$ cat config.mk
export PLATFORM = sky130hd
export DESIGN_NAME = hc_secded_dec
export DESIGN_NICKNAME = d
export VERILOG_FILES = /design/src/rtl/hc_pkg.sv /design/src/rtl/hc_syndrome.sv /design/src/rtl/hc_secded_dec.sv
export SDC_FILE = /design/constraint.sdc
export NUM_CORES = 1
export LEC_CHECK = 0
export BUFFER_PORTS_ARGS = -buffer_cell sky130_fd_sc_hd__buf_2
export CELL_PAD_IN_SITES_DETAIL_PLACEMENT = 1
export CELL_PAD_IN_SITES_GLOBAL_PLACEMENT = 1
export CORE_UTILIZATION = 40
export DETAILED_ROUTE_END_ITERATION = 10
export PLACE_DENSITY = 0.75
export SYNTH_ARGS = -nofsm -noshare
export SYNTH_HDL_FRONTEND = slang
export SYNTH_SLANG_ARGS = --single-unit
$ cat constraint.sdc
create_clock -name i_clk -period 2 [get_ports i_clk]
set_clock_uncertainty 0.1 [all_clocks]
set_input_delay 0.5 -clock i_clk [delete_from_list [all_inputs] [get_ports i_clk]]
set_output_delay 0.5 -clock i_clk [all_outputs]
set_load 0.005 [all_outputs]
$ cat src/rtl/hc_pkg.sv
// ---------------------------------------------------------------------------
// hc_pkg
// Shared definitions for the Hamming SECDED codec family.
//   hc_cw_wd     : total codeword width (data + check + overall parity)
//   hc_is_pow2   : true for Hamming positions that hold check bits
//   hc_data_pos  : Hamming position (1-based) of data bit idx
//   hc_err_e     : per-beat error classification
// ---------------------------------------------------------------------------
package hc_pkg;

    typedef enum logic [1:0] {
        HC_OK  = 2'd0,
        HC_SGL = 2'd1,
        HC_DBL = 2'd2
    } hc_err_e;

    function automatic int hc_cw_wd(input int data_wd, input int chk_wd);
        return data_wd + chk_wd + 1;
    endfunction

    function automatic bit hc_is_pow2(input int pos);
        return (pos > 0) && ((pos & (pos - 1)) == 0);
    endfunction

    // Data bits occupy the non-power-of-two positions in ascending order, so
    // data bit idx sits at the (idx+1)-th such position.
    function automatic int hc_data_pos(input int idx);
        int pos;
        int seen;
        pos  = 0;
        seen = -1;
        while (seen < idx) begin
            pos++;
            if (!hc_is_pow2(pos)) begin
                seen++;
            end
        end
        return pos;
    endfunction

endpackage

$ cat src/rtl/hc_syndrome.sv
// ---------------------------------------------------------------------------
// hc_syndrome
// Combinational Hamming syndrome and overall-parity calculation. Shared with
// the encoder side of the codec.
// Ports:
//   code : received codeword, bit p-1 = Hamming position p, MSB = overall parity
//   syn  : syndrome, the position of a single flipped bit (0 when consistent)
//   par  : XOR of every codeword bit including the overall-parity bit
// ---------------------------------------------------------------------------
module hc_syndrome
    import hc_pkg::*;
#(
    parameter int DATA_WD = 4,
    parameter int CHK_WD  = 3
) (
    input  logic [hc_cw_wd(DATA_WD, CHK_WD)-1:0] code,
    output logic [CHK_WD-1:0]                    syn,
    output logic                                 par
);

    localparam int N = DATA_WD + CHK_WD;

    // Each set bit contributes its own position number to the syndrome, so a
    // lone flipped bit leaves exactly its position behind.
    always_comb begin
        syn = '0;
        for (int p = 1; p <= N; p++) begin
            if (code[p-1]) begin
                syn = syn ^ CHK_WD'(p);
            end
        end
        par = ^code;
    end

endmodule

$ cat src/rtl/hc_secded_dec.sv
// ---------------------------------------------------------------------------
// hc_secded_dec
// Two-stage pipelined Hamming SECDED decoder with valid/ready handshaking and
// saturating error counters.
//   S1 captures the codeword together with its syndrome and parity flag.
//   S2 holds the corrected data and the error flags presented downstream.
// Ports:
//   i_clk, i_rst          : clock, synchronous active-high reset
//   i_valid/o_ready       : input codeword handshake
//   i_code                : received codeword (data, check bits, parity MSB)
//   i_inj_mask            : error-injection XOR mask (only with HC_ERR_INJ_EN)
//   o_valid/i_ready       : output beat handshake
//   o_data                : corrected (or raw, if uncorrectable) data
//   o_err_single          : beat carried a corrected single-bit error
//   o_err_double          : beat is uncorrectable
//   i_cnt_clr             : clear both counters (wins over an increment)
//   o_cnt_single/double   : saturating counts of delivered error beats
// Build option:
//   HC_ERR_INJ_EN         : adds i_inj_mask, XORed into the codeword at capture
// ---------------------------------------------------------------------------
module hc_secded_dec
    import hc_pkg::*;
#(
    parameter int DATA_WD = 4,
    parameter int CHK_WD  = 3,
    parameter int CNT_WD  = 16
) (
    input  logic                       i_clk,
    input  logic                       i_rst,
    input  logic                       i_valid,
    output logic                       o_ready,
    input  logic [DATA_WD+CHK_WD:0]    i_code,
`ifdef HC_ERR_INJ_EN
    input  logic [DATA_WD+CHK_WD:0]    i_inj_mask,
`endif
    output logic                       o_valid,
    input  logic                       i_ready,
    output logic [DATA_WD-1:0]         o_data,
    output logic                       o_err_single,
    output logic                       o_err_double,
    input  logic                       i_cnt_clr,
    output logic [CNT_WD-1:0]          o_cnt_single,
    output logic [CNT_WD-1:0]          o_cnt_double
);

    localparam int N  = DATA_WD + CHK_WD;
    localparam int CW = hc_cw_wd(DATA_WD, CHK_WD);

    generate
        if ((2 ** CHK_WD) < (N + 1)) begin : g_chk_wd_bad
            $error("hc_secded_dec: CHK_WD=%0d too small for DATA_WD=%0d", CHK_WD, DATA_WD);
        end
    endgenerate

    // ---------------------------------------------------------------------
    // Handshake
    // ---------------------------------------------------------------------
    logic s1_valid;
    logic s1_load;
    logic s2_load;

    assign s2_load = !o_valid || i_ready;
    assign s1_load = !s1_valid || s2_load;
    assign o_ready = s1_load;

    // ---------------------------------------------------------------------
    // Stage 1: capture codeword, syndrome and parity
    // ---------------------------------------------------------------------
    logic [CW-1:0]     cap_code;
    logic [CHK_WD-1:0] cap_syn;
    logic              cap_par;

`ifdef HC_ERR_INJ_EN
    assign cap_code = i_code ^ i_inj_mask;
`else
    assign cap_code = i_code;
`endif

    hc_syndrome #(
        .DATA_WD (DATA_WD),
        .CHK_WD  (CHK_WD)
    ) u_syndrome (
        .code (cap_code),
        .syn  (cap_syn),
        .par  (cap_par)
    );

    logic [CW-1:0]     s1_code;
    logic [CHK_WD-1:0] s1_syn;
    logic              s1_par;

    always_ff @(posedge i_clk) begin
        if (i_rst) begin
            s1_valid <= 1'b0;
        end else if (s1_load) begin
            s1_valid <= i_valid;
            if (i_valid) begin
                s1_code <= cap_code;
                s1_syn  <= cap_syn;
                s1_par  <= cap_par;
            end
        end
    end

    // ---------------------------------------------------------------------
    // Classification and correction from S1 contents
    // ---------------------------------------------------------------------
    hc_err_e           s1_kind;
    logic [CW-1:0]     s1_fixed;
    logic [DATA_WD-1:0] s1_data;

    always_comb begin
        s1_fixed = s1_code;
        s1_kind  = HC_OK;
        if (s1_syn == '0) begin
            // Only the overall-parity bit can be wrong; data is untouched.
            if (s1_par) begin
                s1_kind = HC_SGL;
            end
        end else if (s1_par) begin
            // Odd error count with a syndrome beyond the codeword cannot be a
            // single flip.
            if (int'(s1_syn) > N) begin
                s1_kind = HC_DBL;
            end else begin
                s1_kind = HC_SGL;
                for (int p = 1; p <= N; p++) begin
                    if (s1_syn == CHK_WD'(p)) begin
                        s1_fixed[p-1] = ~s1_code[p-1];
                    end
                end
            end
        end else begin
            s1_kind = HC_DBL;
        end
    end

    for (genvar g = 0; g < DATA_WD; g++) begin : g_extract
        localparam int POS = hc_data_pos(g);
        assign s1_data[g] = s1_fixed[POS-1];
    end

    // ---------------------------------------------------------------------
    // Stage 2: output register
    // ---------------------------------------------------------------------
    always_ff @(posedge i_clk) begin
        if (i_rst) begin
            o_valid      <= 1'b0;
            o_data       <= '0;
            o_err_single <= 1'b0;
            o_err_double <= 1'b0;
        end else if (s2_load) begin
            o_valid <= s1_valid;
            if (s1_valid) begin
                o_data       <= s1_data;
                o_err_single <= (s1_kind == HC_SGL);
                o_err_double <= (s1_kind == HC_DBL);
            end
        end
    end

    // ---------------------------------------------------------------------
    // Saturating error counters, advanced on delivered beats only
    // ---------------------------------------------------------------------
    logic out_fire;
    assign out_fire = o_valid && i_ready;

    always_ff @(posedge i_clk) begin
        if (i_rst) begin
            o_cnt_single <= '0;
            o_cnt_double <= '0;
        end else if (i_cnt_clr) begin
            o_cnt_single <= '0;
            o_cnt_double <= '0;
        end else begin
            if (out_fire && o_err_single && (o_cnt_single != '1)) begin
                o_cnt_single <= o_cnt_single + 1'b1;
            end
            if (out_fire && o_err_double && (o_cnt_double != '1)) begin
                o_cnt_double <= o_cnt_double + 1'b1;
            end
        end
    end

endmodule

* Word level (Yosys, flattened, before mapping)
Index checks and enable logic that the tools add are counted.
** Cells by class
- $lt $le $gt $ge :: 0
- Eq/ne operators :: 11
- Shifts and indexed selects :: 0
- Reduce and logical (&&, ||, !) cells :: 14
- Bitwise operators :: 14
- $add $sub $neg :: 2
- Divide/modulo/power cells :: 0
- Multipliers :: 0
- Mux-type cells :: 19
** Operators with widths (number)
- adder 16 x 1 -> 16 bit, second input constant :: 2
- inequality test 16 bit, second input constant :: 2
- two-way mux 7 bit :: 2
- == test 3 bit, second input constant :: 4
- two-way mux 3 bit :: 4
- two-way mux 1 bit :: 9
- two-way mux 2 bit :: 4
- NOT 1 bit :: 8
- parity 8 bit :: 1
- == test 3 x 2 -> 1 bit, second input constant :: 2
- NOT 2 bit :: 3
- logical AND 1 bit :: 5
- == test 3 x 1 -> 1 bit, second input constant :: 1
- logical NOT 3 bit :: 1
- NOT 3 bit :: 1
- AND reduction 3 bit :: 1
- == test 2 x 1 -> 1 bit, second input constant :: 1
- == test 2 bit, second input constant :: 1
- logical NOT 1 bit :: 2
- logical OR 1 bit :: 2
- NOT 1 bit, first input constant :: 2
- AND reduction 2 bit :: 1
- OR reduction 2 bit :: 1
** Word-level totals
- Output and inout port bits :: 40
- Memory bits (writable) :: 0
- Memory bits (read-only) :: 0
- Memories kept :: 0
- Bits in latches :: 0
- Bits in registers :: 51
- Input port bits :: 13
- Logic and storage cells :: 70

* Depth between registers and ports, before layout
Gate-level depths: netlist of the first run.
- Word-level depth :: 11
- Gate-level depth with buffers :: 7
- Depth with buffers taken out :: 5

* Hierarchy
From an unflattened synthesis of the first run, not the netlist that was laid out.
** Unflattened totals
- Cells, all modules :: 258
- Area, all modules :: 2391.0 µm²
** By module, submodules not included
- hc_secded_dec :: instances 1, area an instance 2260.9 µm², cells an instance 248, seq. area each 1041.0 µm²
- hc_syndrome :: instances 1, area an instance 130.1 µm², cells an instance 10, seq. area each 0.0 µm²

* Worst setup path before layout of the first run
No wires, ideal clock.
- Path kind :: register to register
- Start :: register o_cnt_single[0]
- End :: register o_cnt_single[12]
- Stages on the path, launching flop included :: 6
- Period minus slack after synthesis :: 1903 ps
- Buffers on the path :: 0
- Setup slack :: 97 ps
- Data arrival time :: 1732 ps
- Cells stage by stage :: dfxtp_1 -> ha_1 -> nand3_1 -> or4_4 -> or4_1 -> a21oi_1
** Between the ends
- Cells in the longest elaborated chain, start to end :: 2
- Elaborated cells between the ends (all ways) :: 3
- Classes of those cells :: 1 x add/sub; 1 x eq/ne; 1 x reduce/logical
** RTL lines
- from (decl) :: line hc_secded_dec.sv:42 : output logic [CNT_WD-1:0] o_cnt_single,
- from (signal assigned) :: line hc_secded_dec.sv:177 : o_cnt_single <= o_cnt_single + 1'b1;
- parallel branches: the longest is 2 deep, another holds adder 16 x 1 -> 16 bit
Several ways; the timed one is not identified.
A chain may end at the register's enable or synchronous reset.

* Final worst setup path of the first run
- Start :: register o_cnt_single[7]
- End :: register o_cnt_single[13]
The elaborated chain is that of the path after synthesis.

==> results.py, run 1 <==
metrics = {
    "job": {
        "drv_cap": 0,
    },
    "sta": {
        "period_minus_slack_ps": 1920,
        "setup_tns_ps": 0,
        "max_slew_margin_pct": 52.9,
        "setup_viol": 0,
        "final_hold_viol_count": 0,
        "drv_slew": 0,
        "fmax_mhz": 521,
        "period_share_pct": 95.9,
        "worstMarginPinSlew_ps": 706,
    },
    "final_layout": {
        "final_common_cell": "buf_2",
        "area_delta_synth_final_pct": 28.0,
        "final_nets": 355,
        "layout_common_cells": "buf_2 (52), dfxtp_1 (32), buf_4 (27)",
        "n_antenna_cell": 0,
        "utilization_pct": 54.5,
        "drive_gt1_share_pct": 31.1,
    },
    "detailed_routing": {
        "drt_iter0_markers": 104,
        "drc": 0,
        "via_count": 2380,
        "antenna_left": 0,
        "routed_via_density": 5.76,
        "dr.pass1.iters": 4,
        "wl_per_cell_um": 16.5,
        "wl_um": 6820,
    },
    "yosys": {
        "synth_area_um2": 2420,
        "synth_nets": 280,
        "seq_area_frac_synth_pct": 43.1,
        "synth_edf_count": 8,
        "synthArstFlopShare_pct": 0,
        "yosysUniqueCellTypes": 43,
        "synth_seq_cells": 48,
        "yosysWarningCount": 0,
        "postSynthAreaPerCell_um2": 9.12,
        "synth_cells": 265,
        "ys.flop_type": "dfxtp_1",
    },
    "min_path": {
        "hp-class": "input pin to flop",
    },
    "global_routing": {
        "grt.overflow.total": 0,
        "antenna_found_initial": 0,
        "grt_max_degree": 19,
        "track_usage_pct": 22.3,
        "grt_pass1_vias": 2306,
        "grt_first_pass_wirelength_um": 11100,
    },
    "pwr": {
        "p_sw_mw": 0.453,
        "p_comb_share_pct": 6.8,
        "p_total_mw": 2.03,
        "clockPowerShare_pct": 42.4,
        "power_density_nw_per_um2": 656,
        "p_seq_share_pct": 50.8,
        "switching_share_pct": 22.3,
        "p_leak_nw": 1.14,
        "power.internal_mw": 1.58,
        "peakVddDrop_mv": 0.400,
    },
    "placement": {
        "port_buffers": 52,
        "hpwlAfterDp_um": 5080,
        "place_congestion": 0.837,
    },
    "floorplanning": {
        "core_um2": 5680,
        "die_w_um": 79.7,
        "die_y_um": 79.7,
        "start_util_pct": 42.6,
        "io-pin-count": 53,
        "num_rows": 27,
        "dieArea_um2": 6360,
    },
    "clocking": {
        "cts_buffers": 5,
        "clock_path_buffers": 2,
        "cts_tree": "yes",
        "clk_pin_slew_ps": 100,
        "cts-htree-levels": 2,
        "clkSinkCount": 48,
        "insertion_delay_ps": 310,
        "cts-root-buf": "clkbuf_8",
        "post_cts_buffers": 0,
    },
    "setup_path": {
        "path_class": "flop to flop",
        "end_kind": "flop",
        "critical_path_required_ps": 2140,
        "critical_path_arrival_ps": 2060,
        "start_kind": "flop",
        "path_max_fanout": 6,
    },
    "outcome": {
        "status": "finished clean",
    },
}
cells in the mapped netlist (all sizes together), types with 5 or more instances:
master | count | area [um2]
a21oi | 25 | 125
o21ai | 12 | 60.1
edfxtp | 8 | 240
xor2 | 6 | 52.6
nor2 | 13 | 48.8
clkbuf | 8 | 30.0
xnor2 | 9 | 78.8
o31ai | 11 | 82.6
nand3 | 12 | 77.6
mux2i | 9 | 90.1
and3 | 5 | 31.3
or3 | 12 | 75.1
dfxtp | 40 | 801
nand2 | 23 | 86.3
nand4 | 14 | 87.6
a211oi | 5 | 37.5
or4 | 13 | 106
power groups by stage:
stage | Clock (mW) | Combinational (mW) | Sequential, mW
final | 0.860 | 0.138 | 1.03
after global routing | 0.916 | 0.153 | 1.04
after CTS | 0.876 | 0.139 | 1.03
after global placement | 0 | 0.132 | 1.05
after floorplan | 0 | 0.0842 | 1.05
after detailed placement | 0 | 0.138 | 1.05
routing by layer:
metal  GRT usage, %  share of wire, %  vias up  wire length [um]
met5              0                 0        -                 0
met2           39.8                49       59              3340
met1           28.1                46     1145              3140
met3           3.54               3.5        9               241
li1               -                 -     1167                 -
met4           4.36               1.4        0                94
area by class of cell:
| class | count | area, um2 |
|---|---|---|
| sequential | 48 | 1050 |
| clock inverter | 3 | 68.8 |
| inverter | 2 | 7.51 |
| clock buffer | 5 | 68.8 |
| tap | 72 | 90.1 |
| multi-input combinational | 204 | 1340 |
| timing repair buffer | 79 | 463 |
| fill | 690 | 2580 |
per-stage QoR:
step / worst slack (ps) / std cells / hold WS [ps] / instance area (um2)
4_1_cts: 1.75 / 413 / 284 / 3070
5_1_grt: -1.24 / 413 / 287 / 3090
3_3_place_gp: -47.0 / 405 / 379 / 2930
2_1_floorplan: 97.1 / 265 / 373 / 2420
3_5_place_dp: -146 / 405 / 398 / 2930
6_report: 81.9 / 413 / 288 / 3090
critical path, stage by stage (launching register included):
cell and delay (ps):
dfxtp_2 390, nand3_1 130, or4_4 560, or4_1 510, a21oi_2 160
logic make-up after synthesis:
| logic type | Yosys count | synth area share, % |
|---|---|---|
| adder cells (fa/ha/maj) | 2 | 1.04 |
| AND/OR/NAND/NOR | 113 | 27.2 |
| flip-flops | 48 | 43.1 |
| AO/OA/AOI/OAI | 65 | 17.3 |
| multiplexers | 9 | 3.73 |
| buffers and inverters | 13 | 2.18 |
| XOR/XNOR | 15 | 5.44 |
sequential cells by signal (all words and copies together) (netlist names):
signal	count
s1_syn	3
s1_code	4
o_cnt_double	16
s1_valid	1
o_valid	1
o_err_single	1
o_err_double	1
o_cnt_single	16
o_data	4
s1_par	1
final timing paths:
path	from	endpoint	slack, ps	cells past startpoint
worst max-delay path	o_cnt_single[7]	o_cnt_single[13]	80	4
worst min-delay path	i_code[2]	s1_code[2]	290	1
worst max register to register	o_cnt_single[7]	o_cnt_single[13]	80	4
worst min register to register	o_data[2]	o_data[2]	400	2
repair_timing:
action	CTS	global route
resized for setup	1	11
hold buffers	0	0
setup endpoints to repair	1	5
pin swaps	0	1
Note: power is estimated with default switching activity, not from simulation.
==> inputs of run 2 (changes only) <==
Settings changed: ABC_AREA from default to 1, CORE_UTILIZATION 40 to 39, PLACE_DENSITY 0.75 to 0.76.
==> run 2 against run 1 <==
Non-clock buffer count shrank 15; sequential share of layout area shrank 0.76 points; count of clock-buffer cells in the layout is the same; via count grew 9.6%; global-route usage shrank 1.0 points; maximum frequency grew 6.3%; clock power shrank 31%; critical path depth grew 4; synthesized cell count grew 40%; final cell count grew 24%; die area grew 12%; the run now ends with DRC left; worst setup slack gained 110 ps.
==> results.py, run 2 <==
metrics = {
    "placement": {
        "post-place-ws_ps": -130,
        "place_congestion": 0.773,
        "placed_cells": 504,
        "port_buffers": 52,
        "hpwlAfterDp_um": 5520,
    },
    "yosys": {
        "synthTopCellsByArea": "dfxtp_1 (30%), nand2_1 (16%), edfxtp_1 (9.1%)",
        "synth_nets": 386,
        "synth_top_area_cell": "dfxtp_1",
        "ys.flop_type": "dfxtp_1",
        "synth_seq_cells": 48,
        "synthArstFlopShare_pct": 0,
        "synth.top_cell.area_share_pct": 30.2,
        "yosysUniqueCellTypes": 27,
        "synthTopCellsByCount": "nand2_1 (116), nor2_1 (48), dfxtp_1 (40)",
        "yosysMostFrequentCell": "nand2_1",
        "synth_area_um2": 2650,
        "postSynthAreaPerCell_um2": 7.14,
        "seq_area_frac_synth_pct": 39.3,
        "yosysWarningCount": 0,
        "synth_cells": 371,
        "synth_edf_count": 8,
    },
    "detailed_routing": {
        "drt_iter0_markers": 72,
        "drc": 12,
        "dr.pass1.iters": 7,
        "wl_per_cell_um": 14.2,
        "via_count": 2608,
        "routed_via_density": 5.08,
        "wl_um": 7260,
        "antenna_left": 0,
    },
    "sta": {
        "period_minus_slack_ps": 1800,
        "post-route-worst-setup-slack_ps": 195,
        "final_hold_viol_count": 0,
        "fmax_mhz": 554,
        "setup_tns_ps": 0,
        "max_slew_margin_pct": 67.4,
        "worstMarginPinSlew_ps": 488,
        "drv_slew": 0,
        "period_share_pct": 90.2,
        "rsz0062_at_grt": "no",
        "whs_ps": 314,
        "setup_viol": 0,
    },
    "min_path": {
        "min_to": "s1_code[5]",
        "hp-start": "i_code[5]",
        "holdPathStages": 1,
        "hp-class": "input pin to flop",
    },
    "setup_path": {
        "end_kind": "flop",
        "cpMaxStageDelayCell": "dfxtp_1",
        "reg2reg_from": "o_cnt_double[1]",
        "critPathTopFamily": "flip-flops",
        "path_class": "flop to flop",
        "rr_endpoint": "o_cnt_double[12]",
        "path_max_fanout": 8,
        "cp_slowest_stage_delay_ps": 380,
        "worst-path-stages": 8,
        "reg2regPathDepth": 8,
        "ff2ff_setup_slack_ps": 200,
        "path_cells": "ha_1 -> inv_1 -> nor2_4 -> nand2_4 -> o21ai_4 -> buf_4 -> nand2_1 -> a21oi_2",
        "start_kind": "flop",
        "worst-path-buf-inv": 2,
        "critical_path_required_ps": 2150,
        "critical_path_arrival_ps": 1950,
    },
    "clocking": {
        "cts_hold_buf": 0,
        "clk_pin_slew_ps": 100,
        "clkSinkCount": 48,
        "clock_path_buffers": 2,
        "cts_buffers": 5,
        "post_cts_buffers": 0,
        "cts-root-buf": "clkbuf_8",
        "insertion_delay_ps": 310,
        "cts-htree-levels": 2,
        "cts_tree": "yes",
    },
    "final_layout": {
        "num-fill-cells": 893,
        "layout_common_cells": "nand2_1 (116), buf_2 (52), nor2_1 (48)",
        "fin_cells": 513,
        "n_antenna_cell": 0,
        "utilization_pct": 48.4,
        "area_delta_synth_final_pct": 18.0,
        "multi_input_area_um2": 1420,
        "largestRegisters": "o_cnt_double: 16 flops, o_cnt_single: 16 flops",
        "regArea_um2": 1040,
        "final_nets": 450,
        "drive_gt1_share_pct": 20.4,
        "final_common_cell": "nand2_1",
    },
    "floorplanning": {
        "dieArea_um2": 7130,
        "die_y_um": 84.4,
        "num_rows": 29,
        "start_util_pct": 41.0,
        "core_um2": 6460,
        "die_w_um": 84.4,
        "io-pin-count": 53,
    },
    "global_routing": {
        "track_usage_pct": 21.3,
        "grt_first_pass_wirelength_um": 12100,
        "grt.overflow.total": 0,
        "grt_pass1_vias": 2599,
        "grt_max_degree": 21,
        "antenna_found_initial": 0,
    },
    "pwr": {
        "power.internal_mw": 1.31,
        "p_leak_nw": 1.29,
        "switching_share_pct": 25.4,
        "peakVddDrop_mv": 0.332,
        "p_seq_share_pct": 58.2,
        "power_density_nw_per_um2": 564,
        "p_sw_mw": 0.448,
        "clockPowerShare_pct": 33.6,
        "p_comb_share_pct": 8.2,
    },
    "job": {
        "drv_cap": 0,
    },
    "outcome": {
        "failed_checks": "DRC",
        "status": "complete, but fails checks",
    },
}
## run 2: changes by cell type after synthesis, sizes merged, moves of 5 or more
cell	before	now
or3	12	0
nand2	23	119
mux2i	9	0
nand3	12	19
a211oi	5	0
inv	2	33
xor2	6	13
nor2	13	54
clkbuf	8	2
o31ai	11	0
xnor2	9	16
or4	13	0
## run 2: metal layers
metal / up-vias / global-route usage, % / routed length, um
met2: 41 / 39.2 / 3720
met3: 9 / 3.34 / 196
met1: 1244 / 25.3 / 3230
li1: 1314 / - / -
met4: 0 / 6.93 / 109
met5: - / 0 / 0
## run 2: logic make-up after synthesis
family | share of synthesized area, %
adder cells (fa/ha/maj) | 0.945
buffers and inverters | 7.42
XOR/XNOR | 9.59
flip-flops | 39.3
AO/OA/AOI/OAI | 9.26
AND/OR/NAND/NOR | 33.5
## run 2: how the worst max path moves through the flow
stage                                from          endpoint  slack (ps)
after floorplan           o_cnt_single[0]  o_cnt_single[12]         310
after global placement    o_cnt_single[0]   o_cnt_single[1]         -60
after detailed placement  o_cnt_single[0]   o_cnt_single[1]        -130
after CTS                 o_cnt_double[1]  o_cnt_double[12]         140
after global routing      o_cnt_double[1]  o_cnt_double[12]          20
final                     o_cnt_double[1]  o_cnt_double[12]         200
## run 2: layout make-up
type / count / area share (%)
multi-input cells: 283 / 45.5
flip-flops and latches: 48 / 33.3
repair buffers: 64 / 11.2
inverters: 33 / 4.04
well taps: 77 / 3.08
clock buffers: 5 / 2.20
clock inverters: 3 / 0.601
## run 2: timing repair
item,4_1_cts,5_1_grt
gates cloned,0,1
pin swaps,0,2
setup endpoints to repair,13,3
hold endpoints to repair,0,0
resized for setup,1,1
## run 2: power by group through the flow
stage          sequential (mW)  clock (mW)  combinational, mW
3_3_place_gp              1.05           0              0.138
4_1_cts                   1.03       0.612              0.146
6_report                  1.03       0.593              0.144
3_5_place_dp              1.05           0              0.144
2_1_floorplan             1.04           0             0.0911
5_1_grt                   1.03       0.662              0.160
## run 2: worst register-to-register path, stage by stage (launching register included)
cell and delay [ps]:
dfxtp_1 380, ha_1 230, inv_1 100, nor2_4 200
nand2_4 80, o21ai_4 230, buf_4 210, nand2_1 70
a21oi_2 140
## run 2: metrics by stage
stage,instance area (um2),total power [mW]
6_report,3120,1.76
5_1_grt,3120,1.85
4_1_cts,3120,1.78
3_5_place_dp,3020,1.19
3_3_place_gp,3020,1.18
2_1_floorplan,2650,1.14
